`config.mk`:
```
export PLATFORM = sky130hd
export DESIGN_NAME = fetch_stage
export DESIGN_NICKNAME = d
export VERILOG_FILES = /design/src/rtl/fetch_stage.sv
export SDC_FILE = /design/constraint.sdc
export NUM_CORES = 1
export LEC_CHECK = 0
export CAP_MARGIN = 20
export CORE_AREA = 2 2 197 199
export CTS_CLUSTER_SIZE = 28
export DETAILED_ROUTE_END_ITERATION = 8
export DIE_AREA = 0 0 199 201
export GPL_TIMING_DRIVEN = 0
export PLACE_DENSITY = 0.51
export SLEW_MARGIN = 0
export SYNTH_ARGS = -nofsm -noshare
export SYNTH_HDL_FRONTEND = slang
export SYNTH_SLANG_ARGS = --single-unit
```
`constraint.sdc`:
```
create_clock -name clk -period 2.2 [get_ports clk]
set_clock_uncertainty 0.05 [all_clocks]
set_input_delay 0.33 -clock clk [delete_from_list [all_inputs] [get_ports clk]]
set_output_delay 0.33 -clock clk [all_outputs]
set_load 0.005 [all_outputs]
```
`src/rtl/fetch_stage.sv`:
```
// Instruction-fetch stage: owns the fetch PC, runs the imem request/ack handshake,
// squashes redirected fetches and skids one word while the pipeline is paused.
module fetch_stage #(
    parameter logic [31:0] RESET_PC = 32'h0000_0000,
    parameter logic [31:0] NOP_INS  = 32'h0000_0000
) (
    input  logic        clk,
    input  logic        rst_i,
    input  logic        pause,
    input  logic        redirect_i,
    input  logic [31:0] pc_next_i,
    input  logic        ins_clr_i,
    output logic        imem_req_o,
    output logic [31:0] imem_addr_o,
    input  logic        imem_ack_i,
    input  logic [31:0] imem_data_i,
    output logic [31:0] ins_o,
    output logic [31:0] pc_o,
    output logic        ins_valid_o,
    output logic        fetch_busy_o,
    output logic [31:0] clk_cnt_o,
    output logic [31:0] ins_cnt_o
);

    // Handshake: imem_req_o is held with a stable imem_addr_o until the cycle in
    // which imem_ack_i is high; that cycle completes the transfer and imem_data_i
    // is sampled on its closing edge. Dropping req without ack only happens on reset.

    typedef enum logic {
        FETCH = 1'b0,
        HOLD  = 1'b1
    } state_e;

    state_e      state_q, state_d;
    logic [31:0] fpc_q, fpc_d;
    logic [31:0] skid_ins_q, skid_ins_d;
    logic [31:0] skid_pc_q, skid_pc_d;
    logic        squash_q, squash_d;
    logic [31:0] pend_tgt_q, pend_tgt_d;
    logic [31:0] ins_q, ins_d;
    logic [31:0] pc_q, pc_d;
    logic        valid_q, valid_d;
    logic [31:0] clk_cnt_q;
    logic [31:0] ins_cnt_q;
    logic        deliver;
    logic [31:0] tgt;

    assign tgt          = {pc_next_i[31:2], 2'b00};
    assign imem_req_o   = (state_q == FETCH) && !rst_i;
    assign imem_addr_o  = {fpc_q[31:2], 2'b00};
    assign fetch_busy_o = imem_req_o && !imem_ack_i;

    assign ins_o       = ins_q;
    assign pc_o        = pc_q;
    assign ins_valid_o = valid_q;
    assign clk_cnt_o   = clk_cnt_q;
    assign ins_cnt_o   = ins_cnt_q;

    always_comb begin
        state_d    = state_q;
        fpc_d      = fpc_q;
        skid_ins_d = skid_ins_q;
        skid_pc_d  = skid_pc_q;
        squash_d   = squash_q;
        pend_tgt_d = pend_tgt_q;
        ins_d      = ins_q;
        pc_d       = pc_q;
        valid_d    = valid_q;
        deliver    = 1'b0;
        case (state_q)
            FETCH: begin
                if (imem_ack_i) begin
                    if (squash_q || redirect_i) begin
                        // A redirect on the ack cycle itself beats the pending target.
                        fpc_d    = redirect_i ? tgt : pend_tgt_q;
                        squash_d = 1'b0;
                        if (!pause) begin
                            ins_d   = NOP_INS;
                            valid_d = 1'b0;
                        end
                    end else begin
                        fpc_d = fpc_q + 32'd4;
                        if (pause) begin
                            skid_ins_d = imem_data_i;
                            skid_pc_d  = imem_addr_o;
                            state_d    = HOLD;
                        end else if (ins_clr_i) begin
                            ins_d   = NOP_INS;
                            valid_d = 1'b0;
                        end else begin
                            ins_d   = imem_data_i;
                            pc_d    = imem_addr_o;
                            valid_d = 1'b1;
                            deliver = 1'b1;
                        end
                    end
                end else begin
                    if (redirect_i) begin
                        squash_d   = 1'b1;
                        pend_tgt_d = tgt;
                    end
                    // Memory wait with the pipeline running: present a bubble.
                    if (!pause) begin
                        valid_d = 1'b0;
                        if (ins_clr_i) begin
                            ins_d = NOP_INS;
                        end
                    end
                end
            end
            HOLD: begin
                if (redirect_i) begin
                    fpc_d   = tgt;
                    state_d = FETCH;
                    if (!pause) begin
                        ins_d   = NOP_INS;
                        valid_d = 1'b0;
                    end
                end else if (!pause) begin
                    state_d = FETCH;
                    if (ins_clr_i) begin
                        ins_d   = NOP_INS;
                        valid_d = 1'b0;
                    end else begin
                        ins_d   = skid_ins_q;
                        pc_d    = skid_pc_q;
                        valid_d = 1'b1;
                        deliver = 1'b1;
                    end
                end
            end
            default: state_d = FETCH;
        endcase
    end

    always_ff @(posedge clk) begin
        if (rst_i) begin
            state_q    <= FETCH;
            fpc_q      <= RESET_PC;
            skid_ins_q <= NOP_INS;
            skid_pc_q  <= RESET_PC;
            squash_q   <= 1'b0;
            pend_tgt_q <= RESET_PC;
            ins_q      <= NOP_INS;
            pc_q       <= RESET_PC;
            valid_q    <= 1'b0;
            clk_cnt_q  <= 32'd0;
            ins_cnt_q  <= 32'd0;
        end else begin
            state_q    <= state_d;
            fpc_q      <= fpc_d;
            skid_ins_q <= skid_ins_d;
            skid_pc_q  <= skid_pc_d;
            squash_q   <= squash_d;
            pend_tgt_q <= pend_tgt_d;
            ins_q      <= ins_d;
            pc_q       <= pc_d;
            valid_q    <= valid_d;
            clk_cnt_q  <= clk_cnt_q + 32'd1;
            if (deliver) begin
                ins_cnt_q <= ins_cnt_q + 32'd1;
            end
        end
    end

endmodule

```
==> impl_metrics.env, run 1 <==
export IMPL_grt_pass1_wl_um=61600
export IMPL_worstPathArrival_ps=1750
export IMPL_avgViaCountPerCell=5.03
export IMPL_grt_use_total=0.199
export IMPL_cpPeakStageDelay_ps=370
export IMPL_gp_congestion=0.876
export IMPL_fin_crit_sh=0.970
export IMPL_wirelength_um=40600
export IMPL_clkTransAtPathRegs_ps=50
export IMPL_ys_async_sr_fraction=0
export IMPL_crit_start="state_q$_SDFF_PP0_"
export IMPL_wl_per_cell_um=18.6
export IMPL_rsz0062_at_grt="no"
export IMPL_dp_hpwl_um=30100
export IMPL_ant_nets=0
export IMPL_rr_worst_depth=6
export IMPL_drt_pass1_iterations=5
export IMPL_fmax_ghz=0.468
export IMPL_cp_num_buf_inv=2
export IMPL_synth_seq_cells=251
export IMPL_postCtsHoldBufs=0
export IMPL_die_area_mm2=0.0400
export IMPL_slew_headroom=0.468
export IMPL_root_buffer="clkbuf_16"
export IMPL_path_max_fanout=10
export IMPL_htreeDepth=1
export IMPL_top_usage_layer="met2"
export IMPL_synth_area_per_cell_um2=8.10
export IMPL_n_antenna_cell=0
export IMPL_startpoint_type="flop"
export IMPL_status="completed"
export IMPL_p_per_area_mw_per_mm2=711
export IMPL_synth_ff_type="dfxtp_1"
export IMPL_die_h_um=201
export IMPL_timing_critical_path_max_delay_family="buffers and inverters"
export IMPL_die_width_um=199
export IMPL_nets=1720
export IMPL_port_buffer_count=225
export IMPL_max_cap_violations=0
export IMPL_final_setup_viol_count=0
export IMPL_fin_crit_ps=2130
export IMPL_io_pins=233
export IMPL_synth_area_leaders="dfxtp_1 45%, nand2_1 8.2%, a21oi_1 6.2%, nor2_1 4.6%, mux2i_1 3.4%"
export IMPL_final_common_cell="nand2_1"
export IMPL_ctsLongestPathBuffers=3
export IMPL_drt_iter0_drc=722
export IMPL_power_ir_vdd_worst_mv=0.555
export IMPL_synth_top_cell_area_share=0.448
export IMPL_core_area_mm2=0.0381
export IMPL_globalRouteMet3Util=0.0397
export IMPL_reg2reg_slack_ps=70
export IMPL_grt_max_degree=20
export IMPL_drive_gt1_frac=0.105
export IMPL_syn2layout_area_growth_pct=37.7
export IMPL_tns_ps=0
export IMPL_criticalPathCategory="reg2out"
export IMPL_drc=0
export IMPL_endpoint="fetch_busy_o"
export IMPL_synth_cells=1383
export IMPL_hold_path_class="in2reg"
export IMPL_cp_depth=4
export IMPL_ys_seq_area_frac=0.448
export IMPL_cts_buffers=30
export IMPL_p_leak_nw=5.20
export IMPL_synth_edf_count=0
export IMPL_p_total_mw=11.0
export IMPL_hold_viol_final=0
export IMPL_mostFrequentLayoutCells="243 x nand2_1, 232 x dfxtp_1, 222 x clkdlybuf4s50_1, 139 x a21oi_1, 131 x nor2_1"
export IMPL_clk_latency_ps=580
export IMPL_required_ps=1820
export IMPL_crit_path_end_kind="output pin"
export IMPL_syn_area_mm2=0.0112
export IMPL_antenna_found_initial=0
export IMPL_rr_startpoint="fpc_q[17]$_SDFFE_PP0P_"
export IMPL_worst_r2r_endpoint="fpc_q[23]$_SDFFE_PP0P_"
export IMPL_via_count=11000
export IMPL_grtUsageMet1=0.276
export IMPL_grt_pass1_vias=10300
export IMPL_grt_use_met2=0.315
export IMPL_yosysTopAreaCell="dfxtp_1"
export IMPL_rows=72
export IMPL_worst_pin_slew_ps=798
export IMPL_drv_slew=0
export IMPL_overflow=0
export IMPL_synth_distinct_cells=61
export IMPL_cts_tree="built"
export IMPL_cts_sinks=251
export IMPL_path_cells="clkbuf_8, or2_4, nor2_4, dlygate4sd2_1"
export IMPL_crit_path_top_delay_cell="dfxtp_4"
export IMPL_start_util=0.294
export IMPL_yosysWarnings=0
## through the flow
step,area [um2],setup slack [ps],hold slack [ps],instances,utilization
CTS,15300,-98.8,259,2181,0.400
detailed placement,14100,-1210,393,2129,0.371
floorplan,11200,147,381,1386,-
finish,15400,65.5,209,2184,0.405
global route,15400,0.814,198,2184,0.405
global placement,14100,-1230,389,2129,0.371
## cell usage after synthesis, drive strengths merged (15+ instances only)
cell type	instances
mux2i	38
a22oi	35
xnor2	31
nor3	24
nor2	136
or3	19
buf	33
a21oi	139
dfxtp	251
clkbuf	78
nand4	23
nand3	42
nor4	21
a22o	37
nand2	244
o21ai	38
inv	22
xor2	15
a211oi	39
## power by group
part / total (mW) / leakage, nW / internal (mW) / switching (mW)
sequential: 4.84 / 2.04 / 4.69 / 0.158
clock: 4.94 / 0.481 / 2.92 / 2.02
combinational: 1.19 / 2.67 / 0.515 / 0.674
total: 11.0 / 5.20 / 8.12 / 2.85
## repair_timing
| action | 4_1_cts | 5_1_grt |
|---|---|---|
| buffers inserted | 6 | 5 |
| gates resized for setup | 63 | 76 |
| pin swaps | 9 | 5 |
| endpoints found under the setup margin | 206 | 133 |
## state kept, by name (all words and copies together), names as in the netlist, 30 cells and up
name / count
clk_cnt_o: 32
ins_cnt_o: 32
ins_o: 32
skid_ins_q: 32
fpc_q: 30
pc_o: 30
pend_tgt_q: 30
skid_pc_q: 30
## worst min path at each step
stage | slack (ps) | to | startpoint | cells after the start
CTS | 260 | skid_ins_q[26]$_SDFFE_PP0P_ | imem_data_i[26] | 3
global placement | 390 | pend_tgt_q[25]$_SDFFE_PP0P_ | pend_tgt_q[25]$_SDFFE_PP0P_ | 2
global route | 200 | ins_valid_o$_SDFF_PP0_ | pause | 3
finish | 210 | ins_valid_o$_SDFF_PP0_ | pause | 3
detailed placement | 390 | pend_tgt_q[27]$_SDFFE_PP0P_ | pend_tgt_q[27]$_SDFFE_PP0P_ | 2
floorplan | 380 | pend_tgt_q[20]$_SDFFE_PP0P_ | pend_tgt_q[20]$_SDFFE_PP0P_ | 2
## logic make-up after synthesis
| kind of cell | count (synthesis) | synth area share |
|---|---|---|
| other | 1 | 0.000335 |
| AOI/OAI and AO/OA | 345 | 0.199 |
| muxes | 39 | 0.0349 |
| adders and majority gates | 3 | 0.00335 |
| buffers and inverters | 133 | 0.0491 |
| xor gates and xnor gates | 46 | 0.0359 |
| DFF | 251 | 0.448 |
| and+or+nand+nor | 565 | 0.229 |
## per-layer routing
layer | share of wire | vias to the layer above | wire (um)
met2 | 0.45 | 348 | 18300
met3 | 0.071 | 50 | 2880
li1 | - | 5417 | -
met4 | 0.017 | 0 | 701
met1 | 0.46 | 5161 | 18800
met5 | 0 | - | 0
## final cells by class
cell class	instances	area, um2
fillers	3940	22700
multi-input cells	1002	5780
flip-flops and latches	251	5060
repair buffers	236	2330
clock buffers	41	852
well taps	518	648
plain buffers	104	561
clock inverters	10	115
inverters	22	82.6
## tightest hold or removal path, delay by kind of cell
kind	cells	cell delay, ps
simple gates	1	110
buf+inv	1	270
compound gates	1	60
No activity file was read; power rests on OpenSTA's default activity.
==> run 2: changes to the inputs <==
--- a/config.mk
+++ b/config.mk
@@ -5,13 +5,14 @@
 export SDC_FILE = /design/constraint.sdc
 export NUM_CORES = 1
 export LEC_CHECK = 0
-export CAP_MARGIN = 20
+export CAP_MARGIN = 30
 export CORE_AREA = 2 2 197 199
 export CTS_CLUSTER_SIZE = 28
 export DETAILED_ROUTE_END_ITERATION = 8
 export DIE_AREA = 0 0 199 201
 export GPL_TIMING_DRIVEN = 0
 export PLACE_DENSITY = 0.51
+export SKIP_LAST_GASP = 1
 export SLEW_MARGIN = 0
 export SYNTH_ARGS = -nofsm -noshare
 export SYNTH_HDL_FRONTEND = slang
==> run 2 against run 1 <==
  * Flip-flop and latch count is the same
  * Maximum frequency decreased by 0.70%
  * Critical path type unchanged
  * Non-clock buffer count is 1 higher
  * Sequential power about the same
  * Via count fell by 0.19%
  * Register-to-register slack hardly changed
  * Combinational power is essentially flat
==> impl_metrics.env, run 2 (synthesized netlist as in run 1, its figures left out) <==
export IMPL_htreeDepth=1
export IMPL_clkTransAtPathRegs_ps=50
export IMPL_fmax_ghz=0.465
export IMPL_drt_pass1_iterations=5
export IMPL_via_count=11000
export IMPL_rr_worst_depth=6
export IMPL_avgViaCountPerCell=5.01
export IMPL_fillCellCount=3945
export IMPL_worst_pin_slew_ps=801
export IMPL_clk_latency_ps=580
export IMPL_dp_hpwl_um=30100
export IMPL_grt_max_degree=20
export IMPL_crit_path_end_kind="output pin"
export IMPL_rsz0062_at_grt="yes"
export IMPL_core_area_mm2=0.0381
export IMPL_port_buffer_count=225
export IMPL_syn2layout_area_growth_pct=37.8
export IMPL_start_util=0.294
export IMPL_nets=1721
export IMPL_postCtsHoldBufs=0
export IMPL_cts_tree="built"
export IMPL_cp_num_buf_inv=2
export IMPL_timing_critical_path_max_delay_family="buffers and inverters"
export IMPL_grt_use_total=0.199
export IMPL_power_ir_vdd_worst_mv=0.558
export IMPL_hold_path_cell_count=3
export IMPL_cts_sinks=251
export IMPL_root_buffer="clkbuf_16"
export IMPL_grt_pass1_wl_um=61600
export IMPL_antenna_found_initial=0
export IMPL_status="completed"
export IMPL_cts_buffers=30
export IMPL_max_cap_violations=0
export IMPL_hold_viol_final=0
export IMPL_p_leak_nw=5.21
export IMPL_cpPeakStageDelay_ps=370
export IMPL_required_ps=1820
export IMPL_rows=72
export IMPL_criticalPathCategory="reg2out"
export IMPL_p_per_area_mw_per_mm2=710
export IMPL_fin_crit_ps=2150
export IMPL_wirelength_um=40600
export IMPL_drive_gt1_frac=0.107
export IMPL_cp_depth=4
export IMPL_worstPathArrival_ps=1770
export IMPL_crit_path_top_delay_cell="dfxtp_2"
export IMPL_io_pins=233
export IMPL_whs_ps=207
export IMPL_startpoint_type="flop"
export IMPL_final_common_cell="nand2_1"
export IMPL_grt_pass1_vias=10300
export IMPL_die_width_um=199
export IMPL_drv_slew=0
export IMPL_fin_crit_sh=0.977
export IMPL_hold_path_class="in2reg"
export IMPL_final_setup_viol_count=0
export IMPL_gp_congestion=0.876
export IMPL_drc=0
export IMPL_path_cells="clkbuf_8, or2_4, nor2_4, dlygate4sd2_1"
export IMPL_ctsLongestPathBuffers=3
export IMPL_path_max_fanout=10
export IMPL_die_h_um=201
export IMPL_overflow=0
export IMPL_tns_ps=0
export IMPL_die_area_mm2=0.0400
export IMPL_wl_per_cell_um=18.6
export IMPL_slew_headroom=0.466
export IMPL_drt_iter0_drc=720
export IMPL_ant_nets=0
export IMPL_n_antenna_cell=0
export IMPL_mostFrequentLayoutCells="243 x nand2_1, 232 x dfxtp_1, 222 x clkdlybuf4s50_1, 139 x a21oi_1, 131 x nor2_1"
[run 2: metrics by stage]
step           cells  worst slack [ps]  power (mW)  utilization  cell area, um2
4_1_cts         2181              -225        11.1        0.400           15300
3_3_place_gp    2129             -1230        6.08        0.371           14100
2_1_floorplan   1386               147        5.45            -           11200
5_1_grt         2185             -33.9        11.4        0.405           15400
6_report        2185              50.5        11.0        0.405           15400
3_5_place_dp    2129             -1210        6.09        0.371           14100
[run 2: layout make-up]
class	instances	area (um2)	area share
Sequential cell	251	5060	0.328
Tap cell	518	648	0.0420
Inverter	22	82.6	0.00535
Multi-Input combinational cell	1002	5780	0.374
Clock inverter	10	115	0.00745
Clock buffer	41	852	0.0552
Timing Repair Buffer	237	2350	0.152
Buffer	104	557	0.0361
[run 2: report_power, final]
group / total [mW] / switching [mW] / internal (mW)
registers: 4.84 / 0.159 / 4.68
logic: 1.19 / 0.672 / 0.514
clock network: 4.94 / 2.02 / 2.92
[run 2: path summary, 6_finish.rpt]
check                                   start                           to  slack [ps]
hold / removal                          pause       ins_valid_o$_SDFF_PP0_         210
setup reg to reg        squash_q$_SDFFE_PP0P_   ins_cnt_o[28]$_SDFFE_PP0P_          70
hold reg to reg   pend_tgt_q[27]$_SDFFE_PP0P_  pend_tgt_q[27]$_SDFFE_PP0P_         400
setup / recovery           state_q$_SDFF_PP0_                 fetch_busy_o          50
[run 2: routing by layer]
| metal | vias up | share of wire | track usage |
|---|---|---|---|
| met4 | 0 | 0.017 | 0.0493 |
| met3 | 50 | 0.068 | 0.0397 |
| met1 | 5147 | 0.46 | 0.276 |
| met5 | - | 0 | 0 |
| met2 | 351 | 0.45 | 0.315 |
| li1 | 5407 | - | - |
[run 2: timing repair]
action	CTS	global route
setup endpoints to repair	206	135
resized for setup	60	81
setup buffers	6	6
pin swaps	8	4
[run 2: worst register-to-register path: stages, from the launching register on]
cell and delay (ps):
dfxtp_1 390, and2b_2 320, o211ai_1 140, or4_4 530, buf_6 160, or3_1 310
a21oi_1 150
